**config.mk**
```make
export PLATFORM = sky130hd
export DESIGN_NAME = step_motor_sequencer
export DESIGN_NICKNAME = d
export VERILOG_FILES = /design/src/rtl/step_motor_sequencer.sv
export SDC_FILE = /design/constraint.sdc
export NUM_CORES = 1
export LEC_CHECK = 0
export BUFFER_PORTS_ARGS = -buffer_cell sky130_fd_sc_hd__buf_4
export CAP_MARGIN = 15
export CORE_UTILIZATION = 29
export DETAILED_ROUTE_END_ITERATION = 7
export SLEW_MARGIN = 20
export SYNTH_ARGS = -nofsm -noshare
export SYNTH_HDL_FRONTEND = slang
export SYNTH_SLANG_ARGS = --single-unit
```
**constraint.sdc**
```tcl
create_clock -name clk -period 2.53 [get_ports clk]
set_clock_uncertainty 0.05 [all_clocks]
set_input_delay 0.1265 -clock clk [delete_from_list [all_inputs] [get_ports clk]]
set_output_delay 0.1265 -clock clk [all_outputs]
set_load 0.01 [all_outputs]
```
**src/rtl/step_motor_sequencer.sv**
```systemverilog
// Step/direction motion sequencer: accepts move commands, paces step strobes at a
// programmable period, tracks absolute position and settles on direction reversal.
module step_motor_sequencer #(
    parameter int CNT_W  = 16,
    parameter int DIV_W  = 16,
    parameter int POS_W  = 16,
    parameter int SETTLE = 8
) (
    input  logic             clk,
    input  logic             cr,
    input  logic             cmd_valid,
    output logic             cmd_ready,
    input  logic             cmd_dir,
    input  logic [CNT_W-1:0] cmd_steps,
    input  logic [DIV_W-1:0] cmd_period,
    input  logic             abort,
    output logic             step,
    output logic             m,
    output logic             busy,
    output logic             done,
    output logic             aborted,
    output logic [POS_W-1:0] pos,
    output logic [CNT_W-1:0] steps_left
);

    localparam int SET_W = (SETTLE > 1) ? $clog2(SETTLE) : 1;
    localparam logic [SET_W-1:0] SETTLE_M1 = SET_W'(SETTLE - 1);

    typedef enum logic [1:0] {S_IDLE, S_SETTLE, S_RUN, S_DONE} state_t;

    state_t           r_state;
    logic             r_ready;
    logic             r_step;
    logic             r_m;
    logic             r_busy;
    logic             r_done;
    logic             r_aborted;
    logic [POS_W-1:0] r_pos;
    logic [CNT_W-1:0] r_steps_left;
    logic [DIV_W-1:0] r_period_m1;
    logic [DIV_W-1:0] r_per_cnt;
    logic [SET_W-1:0] r_settle_cnt;

    logic [DIV_W-1:0] w_period_m1;
    logic [POS_W-1:0] w_pos_next;

    // A zero period is treated as one cycle per step.
    assign w_period_m1 = (cmd_period == '0) ? '0 : cmd_period - DIV_W'(1);
    assign w_pos_next  = r_m ? r_pos + POS_W'(1) : r_pos - POS_W'(1);

    // NOTE: every register here is updated with <= so all state advances from the
    // same pre-edge snapshot; blocking assignments would leak new values mid-block.
    always_ff @(posedge clk or negedge cr) begin
        if (!cr) begin
            r_state      <= S_IDLE;
            r_ready      <= 1'b1;
            r_step       <= 1'b0;
            r_m          <= 1'b0;
            r_busy       <= 1'b0;
            r_done       <= 1'b0;
            r_aborted    <= 1'b0;
            r_pos        <= '0;
            r_steps_left <= '0;
            r_period_m1  <= '0;
            r_per_cnt    <= '0;
            r_settle_cnt <= '0;
        end else begin
            r_step <= 1'b0;
            case (r_state)
                S_IDLE: begin
                    if (cmd_valid) begin
                        r_ready      <= 1'b0;
                        r_steps_left <= cmd_steps;
                        r_period_m1  <= w_period_m1;
                        r_per_cnt    <= w_period_m1;
                        if (cmd_steps == '0) begin
                            r_state <= S_DONE;
                            r_done  <= 1'b1;
                        end else if (cmd_dir != r_m) begin
                            r_m          <= cmd_dir;
                            r_state      <= S_SETTLE;
                            r_settle_cnt <= SETTLE_M1;
                            r_busy       <= 1'b1;
                        end else begin
                            r_state <= S_RUN;
                            r_busy  <= 1'b1;
                        end
                    end
                end
                S_SETTLE: begin
                    if (abort) begin
                        r_state   <= S_DONE;
                        r_busy    <= 1'b0;
                        r_done    <= 1'b1;
                        r_aborted <= 1'b1;
                    end else if (r_settle_cnt == '0) begin
                        r_state   <= S_RUN;
                        r_per_cnt <= r_period_m1;
                    end else begin
                        r_settle_cnt <= r_settle_cnt - SET_W'(1);
                    end
                end
                S_RUN: begin
                    if (abort) begin
                        r_state   <= S_DONE;
                        r_busy    <= 1'b0;
                        r_done    <= 1'b1;
                        r_aborted <= 1'b1;
                    end else if (r_per_cnt == '0) begin
                        r_step       <= 1'b1;
                        r_steps_left <= r_steps_left - CNT_W'(1);
                        r_pos        <= w_pos_next;
                        r_per_cnt    <= r_period_m1;
                        // Final step: done follows one cycle later, as the strobe drops.
                        if (r_steps_left == CNT_W'(1)) begin
                            r_state <= S_DONE;
                            r_busy  <= 1'b0;
                        end
                    end else begin
                        r_per_cnt <= r_per_cnt - DIV_W'(1);
                    end
                end
                S_DONE: begin
                    if (r_done) begin
                        r_state   <= S_IDLE;
                        r_done    <= 1'b0;
                        r_aborted <= 1'b0;
                        r_ready   <= 1'b1;
                    end else begin
                        r_done <= 1'b1;
                    end
                end
                default: begin
                    r_state <= S_IDLE;
                    r_ready <= 1'b1;
                end
            endcase
        end
    end

    assign cmd_ready  = r_ready;
    assign step       = r_step;
    assign m          = r_m;
    assign busy       = r_busy;
    assign done       = r_done;
    assign aborted    = r_aborted;
    assign pos        = r_pos;
    assign steps_left = r_steps_left;

endmodule

```
Word level (Yosys, flattened, before mapping)

Cells that the tools add are included.

Equality and inequality tests: 20
Bitwise gates (word level): 2
Multiplexer cells: 48
$add $sub $neg: 6
Reduce and logical (&&, ||, !) cells: 22

Operators by type and width:

| cell                                                 | count |
|---|---|
| 2-to-1 mux 16 bit                                    | 10 |
| subtractor 16 x 1 -> 16 bit, second input constant   | 4 |
| logical NOT 16 bit                                   | 3 |
| one-hot mux 16 bit (3 select lines)                  | 1 |
| one-hot mux 16 bit (2 select lines)                  | 1 |
| inequality test 2 bit, second input constant         | 11 |
| 2-to-1 mux 2 bit                                     | 9 |
| adder 16 x 1 -> 16 bit, second input constant        | 1 |
| equality test 16 x 1 -> 1 bit, second input constant | 1 |
| 2-to-1 mux 1 bit                                     | 16 |
| 2-to-1 mux 3 bit                                     | 5 |
| AND reduction 3 bit                                  | 4 |
| AND reduction 6 bit                                  | 2 |
| AND reduction 5 bit                                  | 2 |
| inequality test 3 bit, second input constant         | 3 |
| one-hot mux 2 bit (4 select lines)                   | 1 |
| AND reduction 4 bit                                  | 2 |
| nonzero test 2 bit                                   | 4 |
| one-hot mux 1 bit (3 select lines)                   | 2 |
| one-hot mux 3 bit (2 select lines)                   | 1 |
| equality test 2 bit, second input constant           | 2 |
| one-hot mux 1 bit (2 select lines)                   | 2 |
| logical NOT 3 bit                                    | 1 |
| nonzero test 3 bit                                   | 1 |
| 8 further kinds                                      | 9 |

Logic and storage cells: 110
Bits in registers: 75
Bits of input ports: 37
Output and inout bits: 38

Logic depth before layout (Yosys ltp)

Gate-level depths: netlist of run 1.

Depth after elaboration: 5
Gate-level depth with buffers: 9
Mapped depth without buffers: 8

Worst setup path after synthesis of run 1

OpenSTA, ideal clock, no wires.

Path kind: register to register
From: register r_m (netlist: m)
To: register r_pos[13] (netlist: pos[13])
Path slack: -170 ps
Period minus slack after synthesis: 2700 ps
Arrival time: 2530 ps
Stages on the path, launching flop included: 10
Library setup time: 120 ps
Path buffers: 1
Data required time: 2360 ps
Path through: dfrtp_1 -> inv_1 -> ha_1 -> clkbuf_1 -> a21oi_1 -> o21ai_0 -> a21o_1 -> o31a_1 -> or3_1 -> a31o_2

Cells in the longest elaborated chain, start to end: 1

RTL lines:

| item                   | line | RTL |
|---|---|---|
| from (decl)            | 34   | `logic r_m;` |
| from (signal assigned) | 80   | `r_m <= cmd_dir;` |
| 2-to-1 mux 16 bit      | 49   | `assign w_pos_next = r_m ? r_pos + POS_W'(1) : r_pos - POS_W'(1);` |
| to (signal assigned)   | 112  | `r_pos <= w_pos_next;` |
| to (decl)              | 38   | `logic [POS_W-1:0] r_pos;` |

Every way passes these cells.
A chain may end at the register's enable or synchronous reset.

Final worst setup path of run 1

From: register r_m (netlist: m)
To: register r_pos[14] (netlist: pos[14])

The elaborated chain is that of the path after synthesis.

==> results.yml, run 1 <==
status:
  outcome: "completed"
routing:
  drc: 0
  drt-total-wl_mm: 14.9
  drtAntennaViolNets: 0
  num_vias: 5214
  drt_iter0_markers: 296
  wl_per_cell_um: 15.4
  vias_per_cell: 5.37
  dr.pass1.iters: 4
clock_network:
  clockBufferDepth: 2
  htreeDepth: 3
  cts_buffers: 9
  clkSinkCount: 75
  cts_tree: "built"
  clkTransAtPathRegs_ns: 0.06
  clk_latency_ns: 0.34
  clockRootBuffer: "clkbuf_16"
power_and_ir_drop:
  p_int_mw: 4.59
  power_density_mw_per_mm2: 1150
  power.switching_mw: 3.38
  p_seq_share_pct: 26.4
  comb_power_share_pct: 57.0
  clkPwrFrac_pct: 16.6
  max-vdd-ir-drop_mv: 0.470
  p_leak_nw: 3.05
  p_sw_share_pct: 42.4
  p_total_mw: 7.97
global_routing:
  grt_max_degree: 50
  gr-usage-met3_pct: 2.41
  use_met2_pct: 26.5
  use_met1_pct: 22.2
  grt_pass1_vias: 4792
  grt_overflow: 0
  grt_antenna_before_repair: 0
  gr-max-usage-layer: "met2"
  track_usage_pct: 16.5
  grt_pass1_wl_mm: 24.3
critical_path:
  worstSetupPathType: "reg -> reg"
  critPathSlowestCell: "dfrtp_2"
  crit_top_cell: "a21o_1"
  crit_chain: "clkinvlp_4, buf_4, ha_4, a21o_1, a21o_1, a221o_1, a31oi_2, mux2i_1, o311ai_0"
  arrival_ns: 2.60
  path_delay_family: "compound AO/OA/AOI/OAI gates"
  worstSetupStartpointType: "flop"
  cp_data_required_time_ns: 2.68
  cp-end-kind: "flop"
  cp_max_fo: 7
  cp_num_buf_inv: 2
  max_stage_delay_ns: 0.38
cells_and_area:
  syn2layout_area_growth_pct: 32.0
  layout.nets: 805
  fin_cells: 971
  drive_above_1_share_pct: 25.2
  antenna_cells: 0
die:
  die_x_um: 137
  pin_count: 75
  initial_utilization_pct: 30.1
  fp.dieH_um: 137
  core_mm2: 0.0175
  rows: 48
  die_area_mm2: 0.0187
synthesis:
  ys_ff_latch: 75
  syn_avg_cell_area_um2: 8.43
  synth_edf_count: 0
  yosysTopAreaCellShare_pct: 35.2
  syn_inst: 624
  yosys_warnings: 0
  post_synth_num_cell_types: 64
  synthesis.nets: 688
  synth-seq-area-share_pct: 35.7
  synth_area_mm2: 0.00526
  synthArstFlopShare_pct: 100
  synth.top_cells.by_area: "dfrtp_1 (35%), ha_1 (6.2%), nand2_1 (5.5%), o21ai_0 (4.8%), a21oi_1 (4.2%)"
  ys.flop_type: "dfrtp_1"
  synth_top_cell_by_area: "dfrtp_1"
place:
  port_buffers: 74
  dpl_worst_slack_ns: -0.00880
  dp.cells: 944
  globalplace.congestion: 0.833
  dpl.hpwl_mm: 10.9
sta:
  rsz0062_at_grt: "true"
  hold_slack_ns: 0.0123
  finalCriticalPeriod_ns: 2.45
  setup_viol: 0
  max-slew-margin-rel_pct: 52.8
  period_share_pct: 96.9
  final-max-slew-violation-count: 0
  hold_viol: 0
  max_freq_ghz: 0.408
  setup_slack_ns: 0.0788
  tightest_slew_ns: 0.703
  setup_tns_ns: 0
hold_path:
  hold_class: "in -> reg"
flow_run:
  drv_cap: 0
[per-stage QoR]
stage                     util (%)  area [µm²]
after detailed placement      37.0        6470
after global routing          39.7        6940
after CTS                     39.2        6850
final                         39.7        6940
after floorplan                  -        5340
after global placement        37.0        6470
[power by group through the flow]
stage                     sequential, mW  clock [mW]  combinational (mW)
after floorplan                     2.15           0                2.82
after global placement              2.11           0                4.40
after detailed placement            2.11           0                4.44
after CTS                           2.09        1.36                4.48
after global routing                2.17        1.41                5.04
final                               2.10        1.33                4.54
[cell usage after synthesis (all sizes together) (3+ instances only)]
master,count
a211oi,4
xor2,18
nand3,10
nor3b,8
clkbuf,25
o221ai,4
dfrtp,74
or4b,3
a22oi,9
xnor2,10
inv,27
mux2,5
a21o,8
a21oi,44
nor3,15
and3,3
or4,6
o21ai,56
o22ai,6
or3,8
a221o,5
o221a,5
nor2b,3
buf,4
a221oi,6
a21boi,3
o2111ai,3
nor2,45
nor4,24
nand4,7
mux2i,9
nand2,77
o21a,4
ha,26
o31ai,16
or2,8
and2,6
[cells by family (layout without fill, tap and decap cells)]
kind of cell	after synthesis	count (layout)	share of synthesized area, %
buffers and inverters	56	178	4.09
muxes	14	14	2.78
and+or+nand+nor	230	230	22.1
adders and majority gates	27	27	6.57
AOI/OAI and AO/OA	194	194	24.1
xor gates and xnor gates	28	28	4.66
DFF	75	75	35.7
[final timing paths]
kind                            slack (ns)            from             end  depth (start not counted)
worst max-delay path                  0.08               m         pos[14]                          9
worst min-delay path                  0.01    cmd_steps[6]   steps_left[6]                          3
worst max register to register        0.08               m         pos[14]                          9
worst min register to register        0.44  r_period_m1[4]  r_period_m1[4]                          2
max in group asynchronous             1.45              cr   r_per_cnt[11]                          3
min in group asynchronous             0.33              cr   steps_left[4]                          2
[placed cells by master, fill, tap and decap left out, drive strengths merged, types with 4 or more instances in the layout]
| cell type | netlist | layout |
|---|---|---|
| or2 | 8 | 8 |
| o221ai | 4 | 4 |
| o31ai | 16 | 16 |
| and2 | 6 | 6 |
| o21a | 4 | 4 |
| a22oi | 9 | 9 |
| nand4 | 7 | 7 |
| or3 | 8 | 8 |
| a221o | 5 | 5 |
| nor2 | 45 | 45 |
| dlygate4sd3 | 0 | 8 |
| mux2 | 5 | 5 |
| nor3b | 8 | 8 |
| nand2 | 77 | 77 |
| buf | 4 | 127 |
| nor4 | 24 | 24 |
| xnor2 | 10 | 10 |
| a21oi | 44 | 44 |
| o22ai | 6 | 6 |
| o221a | 5 | 5 |
| clkbuf | 25 | 14 |
| or4 | 6 | 6 |
| a221oi | 6 | 6 |
| xor2 | 18 | 18 |
| dfrtp | 74 | 74 |
| nand3 | 10 | 10 |
| a211oi | 4 | 4 |
| mux2i | 9 | 9 |
| inv | 27 | 26 |
| o21ai | 56 | 56 |
| nor3 | 15 | 15 |
| ha | 26 | 26 |
| a21o | 8 | 8 |
[per-layer routing]
metal,vias up,share of wire [%],wire length [µm]
li1,2560,-,-
met1,2505,48,7150
met2,131,46,6910
met3,18,4.2,628
met4,0,1.5,218
met5,-,0,0
[layout make-up]
type	count	area, µm²
Fill cell	1770	10500
Multi-Input combinational cell	493	3300
Sequential cell	75	1880
Timing Repair Buffer	135	1080
Tap cell	225	282
Clock buffer	14	264
Inverter	27	105
Clock inverter	2	35.0
[state kept, by name, summed over array words and instances (netlist names), 2 cells and up]
signal	flops
r_state	2
r_per_cnt	16
steps_left	16
pos	16
r_settle_cnt	3
r_period_m1	16
[tightest hold or removal path: stages]
cell and delay (ns):
buf_4 0.08, o22ai_1 0.05, a21oi_1 0.10
[timing repair]
item	4_1_cts	5_1_grt
hold buffers	8	0
gates cloned	0	0
setup endpoints to repair	3	40
pin swaps	0	2
setup buffers	0	3
hold endpoints to repair	52	0
resized for setup	2	15
(Power assumes the default switching activity.)
==> run 2, diff against run 1 <==
Settings changed: PLACE_DENSITY set to 0.53, SETUP_SLACK_MARGIN set to 0.2.
==> results.yml, run 2 (synthesis gave the netlist of run 1 again) <==
routing:
  drt-total-wl_mm: 16.5
  drt_iter0_markers: 297
  vias_per_cell: 5.38
  drc: 0
  wl_per_cell_um: 16.6
  dr.pass1.iters: 4
  drtAntennaViolNets: 0
  num_vias: 5339
hold_path:
  hold_class: "in -> reg"
power_and_ir_drop:
  max-vdd-ir-drop_mv: 0.678
  clkPwrFrac_pct: 16.8
  p_seq_share_pct: 23.0
  p_int_mw: 5.34
  power_density_mw_per_mm2: 1210
  power.switching_mw: 3.98
  p_total_mw: 9.32
  p_leak_nw: 3.27
  comb_power_share_pct: 60.3
  p_sw_share_pct: 42.7
critical_path:
  worstSetupStartpointType: "flop"
  arrival_ns: 2.61
  cp_num_buf_inv: 2
  cp_data_required_time_ns: 2.71
  cp_max_fo: 7
  cp-end-kind: "flop"
  path_delay_family: "compound AO/OA/AOI/OAI gates"
  max_stage_delay_ns: 0.38
  critPathSlowestCell: "dfrtp_2"
  crit_chain: "clkinvlp_4, buf_6, ha_4, a21o_1, a21oi_2, a211oi_2, o31a_1, or3_1, a31o_2"
  worstSetupPathType: "reg -> reg"
global_routing:
  track_usage_pct: 17.8
  grt_pass1_wl_mm: 26.1
  grt_max_degree: 44
  grt_overflow: 0
  grt_antenna_before_repair: 0
  grt_pass1_vias: 5163
die:
  core_mm2: 0.0175
  pin_count: 75
  rows: 48
  initial_utilization_pct: 30.1
  die_x_um: 137
  fp.dieH_um: 137
  die_area_mm2: 0.0187
clock_network:
  clk_latency_ns: 0.34
  htreeDepth: 3
  cts_tree: "built"
  cts_buffers: 9
  clockRootBuffer: "clkbuf_16"
  clockBufferDepth: 2
  clkTransAtPathRegs_ns: 0.06
  clkSinkCount: 75
sta:
  period_share_pct: 95.8
  setup_viol: 0
  hold_slack_ns: 0.0129
  final-max-slew-violation-count: 0
  hold_viol: 0
  max-slew-margin-rel_pct: 50.3
  rsz0062_at_grt: "true"
  tightest_slew_ns: 0.744
  max_freq_ghz: 0.413
  finalCriticalPeriod_ns: 2.42
cells_and_area:
  syn2layout_area_growth_pct: 46.1
  layout_commonest_cell: "buf_4"
  design_area_mm2: 0.00768
  antenna_cells: 0
  drive_above_1_share_pct: 36.4
  layout.nets: 826
  layout_common_cells: "buf_4 (130), nand2_1 (76), dfrtp_1 (73), nor2_1 (42)"
  fin_cells: 992
status:
  outcome: "completed"
place:
  dp.cells: 941
  dpl.hpwl_mm: 11.7
  globalplace.congestion: 0.858
  postPlaceCellArea_mm2: 0.00643
  port_buffers: 74
flow_run:
  drv_cap: 0
[run 2: path summary, 6_finish.rpt]
check                           startpoint               to  slack, ns  cells past startpoint
setup / recovery                         m          pos[13]       0.11                      9
hold / removal                cmd_steps[6]    steps_left[6]       0.01                      3
setup reg to reg                         m          pos[13]       0.11                      9
hold reg to reg            r_period_m1[14]  r_period_m1[14]       0.43                      2
max in group asynchronous               cr           pos[5]       1.40                      3
min in group asynchronous               cr          aborted       0.26                      2
[run 2: repair_timing]
action                                 CTS  global route
hold buffers                             8             0
setup endpoints to repair               39            48
endpoints found under the hold margin   47             0
pin swaps                                4            60
buffers inserted                        10            14
gates cloned                             1             2
resized for setup                       36            88
[run 2: cell type report]
cell class / instances / area (µm²)
Sequential cell: 75 / 1880
Inverter: 27 / 105
Timing Repair Buffer: 155 / 1280
Clock inverter: 4 / 95.1
Multi-Input combinational cell: 494 / 3780
Clock buffer: 12 / 267
Tap cell: 225 / 282
Fill cell: 1669 / 9790
[run 2: tightest hold or removal path: cells and delay by family]
kind,cells,cell delay (ns)
buffers and inverters,1,0.09
AO/OA/AOI/OAI,2,0.15
[run 2: routing by layer]
| layer | track usage (%) | vias to the layer above | wire length, µm |
|---|---|---|---|
| met5 | 0 | - | 0 |
| met4 | 4.69 | 0 | 177 |
| met3 | 3.44 | 18 | 607 |
| met2 | 31.0 | 124 | 8310 |
| met1 | 22.3 | 2606 | 7400 |
| li1 | - | 2591 | - |
[run 2: power by group through the flow]
| stage | Combinational (mW) | Sequential, mW | Clock (mW) |
|---|---|---|---|
| after floorplan | 2.91 | 2.15 | 0 |
| after global placement | 4.45 | 2.08 | 0 |
| after detailed placement | 4.52 | 2.10 | 0 |
| after CTS | 4.82 | 2.09 | 1.59 |
| after global routing | 6.13 | 2.20 | 1.66 |
| final | 5.62 | 2.14 | 1.56 |
[run 2: per-stage QoR]
step | worst slack, ns | util, % | setup TNS, ns
after detailed placement | 0.00623 | 36.8 | 0
after global routing | 0.0175 | 44.0 | 0
after CTS | 0.109 | 41.0 | 0
after floorplan | -0.0393 | - | -0.0393
final | 0.106 | 44.0 | 0
after global placement | 0.0604 | 36.8 | 0
==> run 3, diff against run 2 <==
Settings changed: BUFFER_PORTS_ARGS -buffer_cell sky130_fd_sc_hd__buf_4 to -buffer_cell sky130_fd_sc_hd__buf_2.
==> results.yml, run 3 (synthesis gave the netlist of run 1 again) <==
critical_path:
  crit_chain: "or4_4, nor4_4, buf_4, buf_6, buf_12, nor2_4, buf_6, a221o_1, o221a_2"
  critPathSlowestCell: "or4_4"
  max_stage_delay_ns: 0.58
  arrival_ns: 2.59
  cp_data_required_time_ns: 2.72
  cp_max_fo: 8
  worstSetupStartpointType: "flop"
  crit-reg2reg-launch: "r_per_cnt[5]"
  path_delay_family: "simple AND/OR/NAND/NOR gates"
  crit_top_cell: "buf_6"
  cp_num_buf_inv: 4
  worstSetupPathType: "reg -> reg"
  cp-end-kind: "flop"
  crit_path_start: "r_per_cnt[5]"
die:
  rows: 48
  fp.dieH_um: 137
  core_mm2: 0.0175
  die_x_um: 137
  pin_count: 75
  initial_utilization_pct: 30.1
  die_area_mm2: 0.0187
cells_and_area:
  layout_commonest_cell: "nand2_1"
  layout.nets: 838
  antenna_cells: 0
  syn2layout_area_growth_pct: 43.8
  drive_above_1_share_pct: 36.2
  final_util_pct: 43.3
  layout_common_cells: "nand2_1 (76), dfrtp_1 (73), buf_2 (73), buf_4 (68), nor2_1 (41)"
sta:
  setup_slack_ns: 0.130
  max_freq_ghz: 0.417
  final-max-slew-violation-count: 0
  hold_viol: 0
  max-slew-margin-rel_pct: 56.9
  hold_slack_ns: 0.0198
  setup_viol: 0
  finalCriticalPeriod_ns: 2.40
  period_share_pct: 94.9
  tightest_slew_ns: 0.640
  setup_tns_ns: 0
  rsz0062_at_grt: "true"
global_routing:
  grt_antenna_before_repair: 0
  grt_overflow: 0
  grt_max_degree: 44
  track_usage_pct: 18.2
  grt_pass1_vias: 5214
  grt_pass1_wl_mm: 26.4
clock_network:
  clkSinkCount: 75
  clockBufferDepth: 2
  cts_tree: "built"
  cts_buffers: 9
  htreeDepth: 3
  clk_latency_ns: 0.36
  clockRootBuffer: "clkbuf_16"
  clkTransAtPathRegs_ns: 0.06
hold_path:
  hold_start: "cmd_steps[2]"
  hold_class: "in -> reg"
routing:
  drtAntennaViolNets: 0
  wl_per_cell_um: 16.9
  dr.pass1.iters: 4
  vias_per_cell: 5.39
  num_vias: 5415
  drc: 0
  drt-total-wl_mm: 16.9
  drt_iter0_markers: 301
place:
  globalplace.congestion: 0.856
  port_buffers: 74
  dpl_worst_slack_ns: -0.0305
  dpl.hpwl_mm: 11.7
power_and_ir_drop:
  p_leak_nw: 3.31
  max-vdd-ir-drop_mv: 0.541
  power_density_mw_per_mm2: 1220
flow_run:
  drv_cap: 0
status:
  outcome: "completed"
-- run 3: changes by cell type in the layout (fill, tap and decap cells not counted), moves of 3 or more --
| cell | change |
|---|---|
| buf_4 | -62 |
| buf_2 | +73 |
| ha_1 | +6 |
| o221a_4 | +4 |
| buf_6 | -5 |
| ha_4 | -5 |
| buf_12 | +3 |
| nor3b_1 | +3 |
| o21ai_1 | -3 |
| nor3b_2 | -3 |
| o221a_2 | -4 |
-- run 3: report_power, final --
part / total, mW / internal, mW / leakage [nW] / switching [mW]
clock network: 1.46 / 0.891 / 0.155 / 0.565
registers: 2.13 / 1.69 / 0.922 / 0.447
logic: 5.60 / 2.57 / 2.23 / 3.03
-- run 3: final cells by class --
type	instances	area [µm²]
Fill cell	1693	9920
Multi-Input combinational cell	495	3740
Sequential cell	75	1880
Timing Repair Buffer	166	1220
Tap cell	225	282
Clock buffer	10	239
Inverter	27	105
Clock inverter	6	88.8
-- run 3: repair_timing --
item / 4_1_cts / 5_1_grt
pin swaps: 4 / 31
gates cloned: 2 / 3
setup endpoints to repair: 45 / 46
gates resized for setup: 29 / 90
hold endpoints to repair: 49 / 0
hold buffers: 8 / 0
setup buffers: 8 / 14
-- run 3: final timing paths --
| check | endpoint | slack (ns) | cells past startpoint |
|---|---|---|---|
| max | r_per_cnt[15] | 0.13 | 9 |
| min | steps_left[2] | 0.02 | 2 |
| max reg2reg | r_per_cnt[15] | 0.13 | 9 |
| min reg2reg | r_period_m1[14] | 0.43 | 2 |
| max in group asynchronous | cmd_ready | 1.52 | 3 |
| min in group asynchronous | busy | 0.26 | 2 |
-- run 3: stage by stage --
stage	area (µm²)	cells	power [mW]
6_report	7560	1004	9.19
5_1_grt	7560	1004	9.82
4_1_cts	6990	987	8.31
3_5_place_dp	6370	953	6.54
3_3_place_gp	6370	953	6.47
2_1_floorplan	5390	624	5.06
-- run 3: worst register-to-register path, cell delays in order, from the launching register on --
cell and delay [ns]:
dfrtp_1 0.38, or4_4 0.58, nor4_4 0.28, buf_4 0.16
buf_6 0.10, buf_12 0.09, nor2_4 0.06, buf_6 0.16
a221o_1 0.30, o221a_2 0.12
-- run 3: per-layer routing --
metal	share of wire, %	wire [µm]	track usage (%)	vias to the layer above
met1	44	7540	22.2	2629
met3	3.9	663	4.26	28
met4	1.8	303	6.05	0
met2	50	8440	31.2	125
met5	0	0	0	-
li1	-	-	-	2633
